**config.mk**
```make
export PLATFORM = sky130hd
export DESIGN_NAME = glitch_sequencer
export DESIGN_NICKNAME = d
export VERILOG_FILES = /design/src/rtl/glitch_sequencer.sv
export SDC_FILE = /design/constraint.sdc
export NUM_CORES = 1
export LEC_CHECK = 0
export ABC_AREA = 1
export BUFFER_PORTS_ARGS = -buffer_cell sky130_fd_sc_hd__buf_2
export CORE_MARGIN = 3
export CORE_UTILIZATION = 55
export CTS_BUF_LIST = sky130_fd_sc_hd__clkbuf_4
export DETAILED_ROUTE_END_ITERATION = 8
export HOLD_SLACK_MARGIN = 0.1
export PLACE_DENSITY = 0.73
export SLEW_MARGIN = 30
export SYNTH_ARGS = -nofsm -noshare
export SYNTH_HDL_FRONTEND = slang
export SYNTH_SLANG_ARGS = --single-unit
```
**constraint.sdc**
```tcl
create_clock -name clk -period 2.18 [get_ports clk]
set_input_delay 0.436 -clock clk [delete_from_list [all_inputs] [get_ports clk]]
set_output_delay 0.436 -clock clk [all_outputs]
set_load 0.05 [all_outputs]
```
**src/rtl/glitch_sequencer.sv**
```systemverilog
// Glitch sequencer: arms on command, waits for a qualified trigger edge on an
// asynchronous input, then emits a train of pulses with programmable delay,
// width, gap and repeat count.
module glitch_sequencer #(
    parameter int unsigned CNT_W       = 32,
    parameter int unsigned REP_W       = 8,
    parameter int unsigned SYNC_STAGES = 2
) (
    input  logic             clk,
    input  logic             reset_n,
    input  logic             i_arm,
    input  logic             i_abort,
    input  logic             i_trig_fall,
    input  logic [CNT_W-1:0] i_delay,
    input  logic [CNT_W-1:0] i_width,
    input  logic [CNT_W-1:0] i_gap,
    input  logic [REP_W-1:0] i_repeat,
    input  logic             i_trig,
    output logic             o_glitch,
    output logic             o_armed,
    output logic             o_waiting,
    output logic             o_firing,
    output logic             o_done,
    output logic             o_busy,
    output logic [REP_W-1:0] o_pulse_cnt
);

    typedef enum logic [2:0] {
        S_IDLE  = 3'd0,
        S_ARMED = 3'd1,
        S_DELAY = 3'd2,
        S_PULSE = 3'd3,
        S_GAP   = 3'd4,
        S_DONE  = 3'd5
    } state_e;

    state_e                 state_q, state_d;
    logic [CNT_W-1:0]       cnt_q, cnt_d;
    logic [REP_W-1:0]       rem_q, rem_d;
    logic [CNT_W-1:0]       delay_q, delay_d;
    logic [CNT_W-1:0]       width_q, width_d;
    logic [CNT_W-1:0]       gap_q, gap_d;
    logic                   fall_q, fall_d;
    logic [REP_W-1:0]       pcnt_q, pcnt_d;
    logic [SYNC_STAGES-1:0] sync_q;
    logic                   hist_q;
    logic                   glitch_q, armed_q, waiting_q, done_q, busy_q;

    logic trig_s_c;
    logic edge_c;

    assign trig_s_c = sync_q[SYNC_STAGES-1];
    // Polarity is fixed at arm time; history tracks the previous synchronised level.
    assign edge_c   = fall_q ? (~trig_s_c & hist_q) : (trig_s_c & ~hist_q);

    // Trigger synchroniser and edge-history flop.
    always_ff @(posedge clk or negedge reset_n) begin
        if (!reset_n) begin
            sync_q <= '0;
            hist_q <= 1'b0;
        end else begin
            sync_q <= {sync_q[SYNC_STAGES-2:0], i_trig};
            hist_q <= trig_s_c;
        end
    end

    // State, counters and latched configuration.
    always_ff @(posedge clk or negedge reset_n) begin
        if (!reset_n) begin
            state_q <= S_IDLE;
            cnt_q   <= '0;
            rem_q   <= '0;
            delay_q <= '0;
            width_q <= '0;
            gap_q   <= '0;
            fall_q  <= 1'b0;
            pcnt_q  <= '0;
        end else begin
            state_q <= state_d;
            cnt_q   <= cnt_d;
            rem_q   <= rem_d;
            delay_q <= delay_d;
            width_q <= width_d;
            gap_q   <= gap_d;
            fall_q  <= fall_d;
            pcnt_q  <= pcnt_d;
        end
    end

    // Next-state logic; abort overrides every transition including arm.
    always_comb begin
        state_d = state_q;
        cnt_d   = cnt_q;
        rem_d   = rem_q;
        delay_d = delay_q;
        width_d = width_q;
        gap_d   = gap_q;
        fall_d  = fall_q;
        pcnt_d  = pcnt_q;

        if (i_abort) begin
            state_d = S_IDLE;
        end else begin
            case (state_q)
                S_IDLE, S_DONE: begin
                    if (i_arm) begin
                        state_d = S_ARMED;
                        delay_d = i_delay;
                        width_d = (i_width  == '0) ? CNT_W'(1) : i_width;
                        gap_d   = (i_gap    == '0) ? CNT_W'(1) : i_gap;
                        rem_d   = (i_repeat == '0) ? REP_W'(1) : i_repeat;
                        fall_d  = i_trig_fall;
                        pcnt_d  = '0;
                    end
                end
                S_ARMED: begin
                    if (edge_c) begin
                        if (delay_q != '0) begin
                            state_d = S_DELAY;
                            cnt_d   = delay_q - CNT_W'(1);
                        end else begin
                            state_d = S_PULSE;
                            cnt_d   = width_q - CNT_W'(1);
                        end
                    end
                end
                S_DELAY, S_GAP: begin
                    if (cnt_q == '0) begin
                        state_d = S_PULSE;
                        cnt_d   = width_q - CNT_W'(1);
                    end else begin
                        cnt_d = cnt_q - CNT_W'(1);
                    end
                end
                S_PULSE: begin
                    if (cnt_q == '0) begin
                        if (rem_q > REP_W'(1)) begin
                            state_d = S_GAP;
                            cnt_d   = gap_q - CNT_W'(1);
                            rem_d   = rem_q - REP_W'(1);
                        end else begin
                            state_d = S_DONE;
                        end
                    end else begin
                        cnt_d = cnt_q - CNT_W'(1);
                    end
                end
                default: state_d = S_IDLE;
            endcase
        end

        // Count each pulse start, saturating at all-ones.
        if ((state_d == S_PULSE) && (state_q != S_PULSE) && (pcnt_q != '1)) begin
            pcnt_d = pcnt_q + REP_W'(1);
        end
    end

    // Registered status outputs decoded from the next state.
    always_ff @(posedge clk or negedge reset_n) begin
        if (!reset_n) begin
            glitch_q  <= 1'b0;
            armed_q   <= 1'b0;
            waiting_q <= 1'b0;
            done_q    <= 1'b0;
            busy_q    <= 1'b0;
        end else begin
            glitch_q  <= (state_d == S_PULSE);
            armed_q   <= (state_d == S_ARMED);
            waiting_q <= (state_d == S_DELAY) || (state_d == S_GAP);
            done_q    <= (state_d == S_DONE) && (state_q != S_DONE);
            busy_q    <= (state_d != S_IDLE) && (state_d != S_DONE);
        end
    end

    assign o_glitch    = glitch_q;
    assign o_firing    = glitch_q;
    assign o_armed     = armed_q;
    assign o_waiting   = waiting_q;
    assign o_done      = done_q;
    assign o_busy      = busy_q;
    assign o_pulse_cnt = pcnt_q;

endmodule
```
==> results.sh, run 1 <==
export IMPL_layout_cell_area_non_filler_sq_um=14500
export IMPL_synth_top_flop_cell="sky130_fd_sc_hd__dfrtp_1"
export IMPL_synth_ff_latch_count=156
export IMPL_drt_vias_per_instance=5.64
export IMPL_gpl_final_weighted_congestion=1.05
export IMPL_cpMaxStageDelayCell="sky130_fd_sc_hd__dfrtp_1"
export IMPL_number_of_vias_after_detailed_routing=13100
export IMPL_numCtsBuffers=17
export IMPL_path_common_cell="sky130_fd_sc_hd__nand2_1"
export IMPL_critical_path_buffer_and_inverter_count=0
export IMPL_synthToLayoutAreaGrowth_pct=31.6
export IMPL_detailroute_wirelength_met3_um=4730
export IMPL_detailedPlace_worstSlack_ns=-0.0857
export IMPL_num_rows=51
export IMPL_cts_root_buffer="sky130_fd_sc_hd__clkbuf_4"
export IMPL_synth_enable_flop_cells=0
export IMPL_fin_worst_skew_ns=0.0330
export IMPL_syn_inst=1721
export IMPL_global_route_wire_length_before_repair_um=67300
export IMPL_critPathMaxFanout=5
export IMPL_hold_viol=0
export IMPL_fin_nets=2171
export IMPL_timing_max_transition_violations_final=0
export IMPL_average_cell_area_after_synthesis_sq_um=6.38
export IMPL_clock_sink_count=156
export IMPL_track_usage_pct=39.7
export IMPL_pin_count=124
export IMPL_hpwl_um=31400
export IMPL_timing_fmax_mhz=467
export IMPL_grt_overflow_total=0
export IMPL_worst_setup_path_type="reg2reg"
export IMPL_cts_max_path_buffers=2
export IMPL_fill_cell_instance_count_of_the_final_layout=1577
export IMPL_layout_area_seq_sq_um=3910
export IMPL_timing_critical_path_from_type="flop"
export IMPL_final_cell_mix="sky130_fd_sc_hd__nand2_1, sky130_fd_sc_hd__nor2_1, sky130_fd_sc_hd__inv_1, sky130_fd_sc_hd__dfrtp_1, sky130_fd_sc_hd__nand3_1"
export IMPL_critPathLaunch="delay_q[2]"
export IMPL_die_area_sq_um=21700
export IMPL_dr_wl_met2_um=19300
export IMPL_regToRegStartpoint="delay_q[2]"
export IMPL_synth_lib_cells_used_distinct=40
export IMPL_routed_wl_um=43400
export IMPL_ys_async_sr_fraction_pct=100
export IMPL_coreArea_sq_um=19500
export IMPL_layoutNonFillerInstCount=2332
export IMPL_slowest_cell_delay_on_critical_path_ns=0.47
export IMPL_antenna_left=0
export IMPL_clk_transition_reported_paths_ns=0.16
export IMPL_detail_route_first_pass_iterations=8
export IMPL_cap_viol_max_count=0
export IMPL_peakVddDrop_mv=0.525
export IMPL_grt_max_degree=55
export IMPL_hold_path_startpoint="i_repeat[2]"
export IMPL_totalNegativeSetupSlack_ns=0
export IMPL_layout_cells_most_common="sky130_fd_sc_hd__nand2_1"
export IMPL_finalWorstSetupSlack_ns=0.0400
export IMPL_placed_area_sq_um=12800
export IMPL_pwr_density_cell_nw_per_um2=793
export IMPL_grt_pass1_vias=12500
export IMPL_tritoncts="done"
export IMPL_initial_utilization_pct=56.3
export IMPL_hold_class="in2reg"
export IMPL_die_w_um=147
export IMPL_required_arrival_time_at_the_worst_endpoint_ns=2.69
export IMPL_slew_headroom_pct=65.6
export IMPL_max_slew_worst_pin_slew_ns=0.517
export IMPL_post_route_period_util_pct=98.2
export IMPL_top_layer_used="met5"
export IMPL_drive_above_1_share_pct=18.9
export IMPL_layout_min_cycle_time_ns=2.14
export IMPL_mappedNetlistArea_sq_um=11000
export IMPL_cell_count_after_placement=2191
export IMPL_met1_length_um=17600
export IMPL_cellLeakagePower_nw=6.83
export IMPL_unrepaired_setup_endpoints_after_global_routing="true"
export IMPL_detailedRoute_firstIterationViolations=1421
export IMPL_yosysWarningCount=0
export IMPL_critical_path_end_type="flop"
export IMPL_setup_viol_count_final=0
export IMPL_syn_nets=1839
export IMPL_synth_seq_area_share_pct=35.5
export IMPL_drt_wirelength_per_cell_um=18.6
export IMPL_detail_route_drc_violations=0
export IMPL_fin_total_pwr_mw=11.5
export IMPL_outcome="finished clean"
export IMPL_top_delay_family_on_crit_path="simple AND/OR/NAND/NOR gates"
export IMPL_path_cells="nor2_1 -> nand2_1 -> nor2_2 -> nand2_2 -> nor2_2 -> nand2_1 -> nand2_1 -> nand3_1 -> nand3_1 -> nand3_1 -> nand2_1 -> nand2_1"
export IMPL_chipHeight_um=147
export IMPL_htreeDepth=4
export IMPL_arrival_ns=2.65
export IMPL_numPortBuffers=123
export IMPL_multi_input_area_sq_um=6490
export IMPL_insertion_delay_ns=0.61
export IMPL_antenna_found_initial=2
## final timing paths
| check | slack [ns] | cells past startpoint | end |
|---|---|---|---|
| setup / recovery | 0.04 | 12 | cnt_q[21] |
| hold / removal | 0.12 | 3 | rem_q[2] |
| setup reg to reg | 0.04 | 12 | cnt_q[21] |
| hold reg to reg | 0.38 | 0 | sync_q[1] |
| max in group asynchronous | 1.26 | 3 | gap_q[10] |
| min in group asynchronous | 0.30 | 2 | delay_q[14] |
## sequential cells by signal, summed over array words and instances, names as in the netlist, 2 cells and up
register / cells
cnt_q: 32
delay_q: 32
gap_q: 32
o_pulse_cnt: 8
rem_q: 8
state_q: 3
sync_q: 2
width_q: 32
## timing repair
action | 4_1_cts | 5_1_grt
endpoints found under the hold margin | 127 | 0
setup endpoints to repair | 6 | 51
cloned | 0 | 1
hold buffers | 92 | 0
pin swaps | 1 | 7
setup buffers | 0 | 15
resized for setup | 6 | 88
## tightest hold or removal path, cell delays in order
cell and delay (ns):
sky130_fd_sc_hd__buf_2 0.10, sky130_fd_sc_hd__o211ai_1 0.09, sky130_fd_sc_hd__o21ai_1 0.07
## logic make-up after synthesis
kind of cell | count (synthesis) | share of synthesized area [%]
fa+ha+maj | 8 | 0.911
simple gates | 1083 | 40.6
buf+inv | 215 | 7.78
xor+xnor | 76 | 6.06
compound gates | 183 | 9.07
flops | 156 | 35.5
## where the power goes
group          internal, mW  leakage, nW  switching, mW
sequential             3.57         1.92          0.706
clock                  1.07        0.200           1.25
combinational          1.85         4.71           3.01
total                  6.49         6.83           4.97
## cell type report
class	instances	area share, %
Multi-Input combinational cell	1350	44.9
Sequential cell	156	27.0
Timing Repair Buffer	357	18.7
Inverter	170	4.44
Tap cell	265	2.29
Clock inverter	15	1.69
Clock buffer	17	0.883
Timing Repair inverter	1	0.0346
Antenna cell	1	0.0173
## routing by layer
layer | vias to the layer above | global-route usage, %
met4 | 2 | 15.8
met1 | 6087 | 53.9
met5 | - | 0
met2 | 771 | 61.2
met3 | 147 | 10.4
li1 | 6141 | -
## cells in the mapped netlist (all sizes together), types with 3 or more instances
cell type / instances / share of area, %
xnor2: 13 / 1.0
nand2: 528 / 18
nor3: 14 / 0.74
o221ai: 4 / 0.32
o211ai: 13 / 0.89
ha: 8 / 0.91
nand4: 22 / 1.3
dfrtp: 156 / 36
nor2: 344 / 12
inv: 168 / 5.7
clkbuf: 17 / 0.58
xor2: 63 / 5.0
nor4: 7 / 0.40
nand3b: 8 / 0.55
buf: 28 / 1.4
o21ai: 127 / 5.8
nand3: 156 / 7.3
a21oi: 24 / 1.1
a31oi: 4 / 0.23
o21bai: 3 / 0.20
## through the flow
step | utilization, % | hold WS, ns
after floorplan | - | 0.140
after global placement | 65.3 | 0.333
after detailed placement | 65.3 | 0.349
after CTS | 72.0 | 0.108
after global routing | 74.0 | 0.0946
final | 74.0 | 0.124
Note: power is estimated with default switching activity, not from simulation.
==> run 2, diff against run 1 <==
--- a/config.mk
+++ b/config.mk
@@ -9,3 +9,2 @@
 export BUFFER_PORTS_ARGS = -buffer_cell sky130_fd_sc_hd__buf_2
-export CORE_MARGIN = 3
 export CORE_UTILIZATION = 55
==> constraint.sdc (replaced) <==
create_clock -name clk -period 2.14 [get_ports clk]
set_input_delay 0.107 -clock clk [delete_from_list [all_inputs] [get_ports clk]]
set_output_delay 0.107 -clock clk [all_outputs]
set_load 0.05 [all_outputs]
==> run 2 against run 1 <==
Against the previous run: clock skew down 0.0016 ns; wire length up 1.2%; register-to-register slack about the same; combinational power up 4%; sequential share of layout area down 0.85 points; utilization up 2.4 points; sequential power up 1%; hold slack better by 0.093 ns; via count up 2.5%; largest cell class unchanged.
==> results.sh, run 2 (synthesis gave the netlist of run 1 again) <==
export IMPL_cap_viol_max_count=0
export IMPL_timing_critical_path_depth=9
export IMPL_die_w_um=143
export IMPL_fin_nets=2221
export IMPL_drt_wirelength_per_cell_um=18.5
export IMPL_path_cells="nor2_4 -> nand2_1 -> nand2_1 -> nand2_1 -> nor2_4 -> buf_12 -> nand2_1 -> dlygate4sd3_1 -> o21ai_0"
export IMPL_numCtsBuffers=17
export IMPL_pwr_density_cell_nw_per_um2=776
export IMPL_cts_max_path_buffers=2
export IMPL_clock_sink_count=156
export IMPL_fin_worst_skew_ns=0.0313
export IMPL_critPathMaxFanout=15
export IMPL_insertion_delay_ns=0.64
export IMPL_outcome="finished clean"
export IMPL_arrival_ns=2.67
export IMPL_track_usage_pct=43.6
export IMPL_required_arrival_time_at_the_worst_endpoint_ns=2.70
export IMPL_hpwl_um=31100
export IMPL_hold_slack_ns=0.217
export IMPL_top_delay_family_on_crit_path="buffers and inverters"
export IMPL_final_cell_mix="sky130_fd_sc_hd__nand2_1, sky130_fd_sc_hd__nor2_1, sky130_fd_sc_hd__inv_1, sky130_fd_sc_hd__dfrtp_1, sky130_fd_sc_hd__nand3_1"
export IMPL_timing_fmax_mhz=474
export IMPL_number_of_vias_after_detailed_routing=13500
export IMPL_synthToLayoutAreaGrowth_pct=35.9
export IMPL_detail_route_drc_violations=0
export IMPL_cpMaxStageDelayCell="sky130_fd_sc_hd__dlygate4sd3_1"
export IMPL_grt_pass1_vias=12600
export IMPL_initial_utilization_pct=56.3
export IMPL_grt_max_degree=70
export IMPL_cellLeakagePower_nw=7.01
export IMPL_routed_wl_um=44000
export IMPL_gpl_final_weighted_congestion=1.04
export IMPL_slew_headroom_pct=70.1
export IMPL_pin_count=124
export IMPL_cell_count_after_placement=2205
export IMPL_num_rows=51
export IMPL_cts_root_buffer="sky130_fd_sc_hd__clkbuf_4"
export IMPL_timing_max_transition_violations_final=0
export IMPL_antenna_found_initial=1
export IMPL_max_slew_worst_pin_slew_ns=0.449
export IMPL_hold_class="in2reg"
export IMPL_hold_viol=0
export IMPL_fin_total_pwr_mw=11.6
export IMPL_setup_viol_count_final=0
export IMPL_tritoncts="done"
export IMPL_peakVddDrop_mv=0.482
export IMPL_layout_min_cycle_time_ns=2.11
export IMPL_post_route_period_util_pct=98.6
export IMPL_drt_vias_per_instance=5.66
export IMPL_layout_cells_most_common="sky130_fd_sc_hd__nand2_1"
export IMPL_coreArea_sq_um=19500
export IMPL_timing_critical_path_from_type="flop"
export IMPL_hold_path_stages=4
export IMPL_critical_path_end_type="flop"
export IMPL_die_area_sq_um=20500
export IMPL_critical_path_buffer_and_inverter_count=2
export IMPL_antenna_left=0
export IMPL_unrepaired_setup_endpoints_after_global_routing="true"
export IMPL_worst_setup_path_type="reg2reg"
export IMPL_slowest_cell_delay_on_critical_path_ns=0.59
export IMPL_global_route_wire_length_before_repair_um=67600
export IMPL_drive_above_1_share_pct=19.3
export IMPL_htreeDepth=4
export IMPL_numPortBuffers=123
export IMPL_detailedRoute_firstIterationViolations=1540
export IMPL_r2r_worst_path_cells=9
export IMPL_grt_overflow_total=0
export IMPL_layoutNonFillerInstCount=2381
export IMPL_clk_transition_reported_paths_ns=0.16
export IMPL_detail_route_first_pass_iterations=6
export IMPL_chipHeight_um=143
export IMPL_path_common_cell="sky130_fd_sc_hd__nand2_1"
[run 2: changes by cell type in the layout (fill, tap and decap cells not counted), sizes merged]
cell / delta
clkinv: +2
inv: -3
clkinvlp: +2
buf: +15
bufinv: -2
clkbuf: +1
dlygate4sd3: +34
[run 2: final timing paths]
path                              from     endpoint  slack (ns)
max                         state_q[2]    gap_q[31]        0.03
min                        i_delay[19]  delay_q[19]        0.22
max reg2reg                 state_q[2]    gap_q[31]        0.03
min reg2reg                  sync_q[0]    sync_q[1]        0.38
max in group asynchronous      reset_n   state_q[2]        1.16
min in group asynchronous      reset_n  delay_q[30]        0.55
[run 2: where the power goes]
group          switching [mW]  internal, mW
combinational            3.08          1.98
clock                    1.33         0.858
sequential              0.704          3.63
total                    5.12          6.47
[run 2: tightest hold or removal path: cells and delay by family]
kind            cells  cell delay [ns]
buf+inv             2             0.61
simple gates        1             0.04
compound gates      1             0.06
[run 2: what timing repair did]
| action | in CTS | in global routing |
|---|---|---|
| setup buffers | 0 | 15 |
| hold buffers | 127 | 0 |
| resized for setup | 6 | 96 |
| gates cloned | 0 | 2 |
| setup endpoints to repair | 20 | 60 |
| endpoints found under the hold margin | 278 | 0 |
| pin swaps | 0 | 10 |
[run 2: metrics by stage]
| step | utilization [%] | setup TNS [ns] | worst slack (ns) | cell area (sq um) |
|---|---|---|---|---|
| floorplan | - | 0 | 0.0657 | 11000 |
| global placement | 65.9 | -0.0248 | -0.0147 | 12900 |
| detailed placement | 65.9 | -0.302 | -0.0461 | 12900 |
| CTS | 74.3 | 0 | 0.00117 | 14500 |
| global route | 76.4 | -0.223 | -0.0616 | 14900 |
| finish | 76.4 | 0 | 0.0295 | 14900 |
[run 2: per-layer routing]
metal,wire (um),vias to the layer above,global-route usage (%)
li1,-,6251,-
met5,0,-,0
met3,4620,169,7.96
met2,19400,865,68.3
met1,17700,6194,58.4
met4,2220,0,20.7
[run 2: area by class of cell]
type | instances | area (sq um)
diodes | 1 | 2.50
clock buffers | 17 | 128
clock inverters | 14 | 203
fillers | 1534 | 4600
inverters | 170 | 648
multi-input cells | 1350 | 6480
flip-flops and latches | 156 | 3910
well taps | 265 | 332
repair buffers | 407 | 3220
repair inverters | 1 | 5.00
==> run 3, diff against run 2 <==
REMOVE_ABC_BUFFERS = 1   (was default)
==> run 3 against run 2 <==
Against the previous run: flip-flop and latch count unchanged; non-clock buffer count decreased by 36; combinational power decreased by 5.1%; hold slack got worse by 0.072 ns; clock skew decreased by 0.0035 ns; utilization decreased by 1.5 points; global-route usage decreased by 4.6 points; design area decreased by 2.0%; critical path depth increased by 2; clock power decreased by 2%; clock-buffer cell count increased by 1; sequential share of layout area increased by 0.53 points; largest power group unchanged.
==> results.sh, run 3 (synthesis gave the netlist of run 1 again) <==
export IMPL_cpMaxStageDelayCell="sky130_fd_sc_hd__dfrtp_1"
export IMPL_pin_count=124
export IMPL_antenna_found_initial=1
export IMPL_timing_rr_end="cnt_q[5]"
export IMPL_slowest_cell_delay_on_critical_path_ns=0.44
export IMPL_number_of_vias_after_detailed_routing=12900
export IMPL_critical_path_end_type="flop"
export IMPL_timing_max_transition_violations_final=0
export IMPL_critPathLaunch="cnt_q[4]"
export IMPL_drt_wirelength_per_cell_um=17.0
export IMPL_synthToLayoutAreaGrowth_pct=33.1
export IMPL_fin_nets=2185
export IMPL_track_usage_pct=39.0
export IMPL_hold_slack_ns=0.145
export IMPL_slew_headroom_pct=59.3
export IMPL_peakVddDrop_mv=0.555
export IMPL_chipHeight_um=143
export IMPL_global_route_wire_length_before_repair_um=60800
export IMPL_max_slew_worst_pin_slew_ns=0.605
export IMPL_cellLeakagePower_nw=6.86
export IMPL_routed_wl_um=39900
export IMPL_arrival_ns=2.60
export IMPL_grt_max_degree=61
export IMPL_antenna_left=0
export IMPL_unrepaired_setup_endpoints_after_global_routing="true"
export IMPL_drt_vias_per_instance=5.49
export IMPL_destination_of_the_critical_timing_path="cnt_q[5]"
export IMPL_insertion_delay_ns=0.59
export IMPL_hold_viol=0
export IMPL_layoutNonFillerInstCount=2346
export IMPL_htreeDepth=4
export IMPL_die_w_um=143
export IMPL_fin_total_pwr_mw=11.3
export IMPL_outcome="finished clean"
export IMPL_r2r_worst_path_cells=11
export IMPL_clk_transition_reported_paths_ns=0.15
export IMPL_setup_viol_count_final=0
export IMPL_worst_r2r_setup_slack_ns=0.04
export IMPL_grt_pass1_vias=12100
export IMPL_hold_class="in2reg"
export IMPL_regToRegStartpoint="cnt_q[4]"
export IMPL_coreArea_sq_um=19500
export IMPL_cts_max_path_buffers=2
export IMPL_initial_utilization_pct=56.3
export IMPL_numCtsBuffers=17
export IMPL_timing_critical_path_from_type="flop"
export IMPL_numPortBuffers=123
export IMPL_path_cells="nor2_2 -> nand2_2 -> nor2_4 -> nand2_2 -> nor2_4 -> nand2_2 -> nand2_4 -> buf_4 -> a21oi_1 -> buf_4 -> a31oi_2"
export IMPL_die_area_sq_um=20500
export IMPL_cap_viol_max_count=0
export IMPL_detail_route_drc_violations=0
export IMPL_path_common_cell="sky130_fd_sc_hd__nand2_2"
export IMPL_critPathMaxFanout=8
export IMPL_fin_worst_skew_ns=0.0278
export IMPL_worst_setup_path_type="reg2reg"
export IMPL_drive_above_1_share_pct=18.7
export IMPL_totalNegativeSetupSlack_ns=0
export IMPL_tritoncts="done"
export IMPL_required_arrival_time_at_the_worst_endpoint_ns=2.64
export IMPL_grt_overflow_total=0
export IMPL_cell_count_after_placement=2180
export IMPL_final_cell_mix="sky130_fd_sc_hd__nand2_1, sky130_fd_sc_hd__nor2_1, sky130_fd_sc_hd__inv_1, sky130_fd_sc_hd__nand3_1, sky130_fd_sc_hd__dfrtp_1"
export IMPL_timing_fmax_mhz=477
export IMPL_hpwl_um=29100
export IMPL_layout_cells_most_common="sky130_fd_sc_hd__nand2_1"
export IMPL_num_rows=51
export IMPL_detailedRoute_firstIterationViolations=1364
export IMPL_layout_min_cycle_time_ns=2.10
export IMPL_detail_route_first_pass_iterations=7
export IMPL_cts_root_buffer="sky130_fd_sc_hd__clkbuf_4"
export IMPL_gpl_final_weighted_congestion=1.03
export IMPL_finalCoreUtilization_pct=74.9
export IMPL_post_route_period_util_pct=98.0
export IMPL_pwr_density_cell_nw_per_um2=771
export IMPL_clock_sink_count=156
run 3: cell count changes in the layout (fill, tap and decap cells not counted), moves of 3 or more:
cell,previous run,this run
sky130_fd_sc_hd__nor2_1,288,291
sky130_fd_sc_hd__dlygate4sd3_1,126,111
sky130_fd_sc_hd__nand2_2,8,14
sky130_fd_sc_hd__o21ai_0,111,114
sky130_fd_sc_hd__buf_4,144,123
sky130_fd_sc_hd__nand2_1,518,513
sky130_fd_sc_hd__o21ai_1,15,12
sky130_fd_sc_hd__nand3_2,5,1
sky130_fd_sc_hd__nand3_1,149,153
sky130_fd_sc_hd__inv_8,4,0
sky130_fd_sc_hd__nor2_2,44,41
run 3: how the worst min path moves through the flow:
stage            start          end  depth (start not counted)
4_1_cts         i_trig    sync_q[0]                          2
5_1_grt         i_trig    sync_q[0]                          2
3_3_place_gp   reset_n  delay_q[22]                          1
3_5_place_dp   reset_n  delay_q[23]                          1
2_1_floorplan  reset_n     cnt_q[0]                          0
6_report        i_trig    sync_q[0]                          2
run 3: area by class of cell:
class / count / area, sq um
timing repair buffer: 371 / 2910
clock inverter: 14 / 191
antenna: 1 / 2.50
clock buffer: 18 / 135
inverter: 170 / 648
multi-input combinational: 1350 / 6480
tap: 265 / 332
sequential: 156 / 3910
fill: 1639 / 4900
timing repair inverter: 1 / 7.51
run 3: what timing repair did:
action                                  CTS  global route
gates resized for setup                   8            95
setup buffers                             1            18
endpoints found under the setup margin   46            51
hold endpoints to repair                279             0
cloned                                    0             2
pin swaps                                 2             8
hold buffers                            112             0
run 3: per-layer routing:
metal	track usage (%)	up-vias	part of all wire, %
li1	-	6172	-
met2	64.6	619	46
met4	15.3	0	3.7
met3	7.13	123	8.7
met5	0	-	0
met1	50.5	5965	41
run 3: critical path: cells and delay by family, from the launching register on:
kind,cells,cell delay [ns]
DFF,1,0.44
buffers and inverters,2,0.29
and+or+nand+nor,7,1.05
AOI/OAI and AO/OA,2,0.22
run 3: per-stage QoR:
stage | instance area [sq um] | setup slack, ns
2_1_floorplan | 10800 | -6.19
6_report | 14600 | 0.0419
3_3_place_gp | 12700 | -0.150
3_5_place_dp | 12700 | -0.201
5_1_grt | 14600 | -0.0250
4_1_cts | 14200 | 0.00519
run 3: report_power, final:
group | total (mW) | switching (mW) | leakage, nW | internal, mW
sequential | 4.34 | 0.709 | 1.92 | 3.64
clock | 2.14 | 1.19 | 0.169 | 0.944
combinational | 4.79 | 2.91 | 4.76 | 1.88
total | 11.3 | 4.81 | 6.86 | 6.46
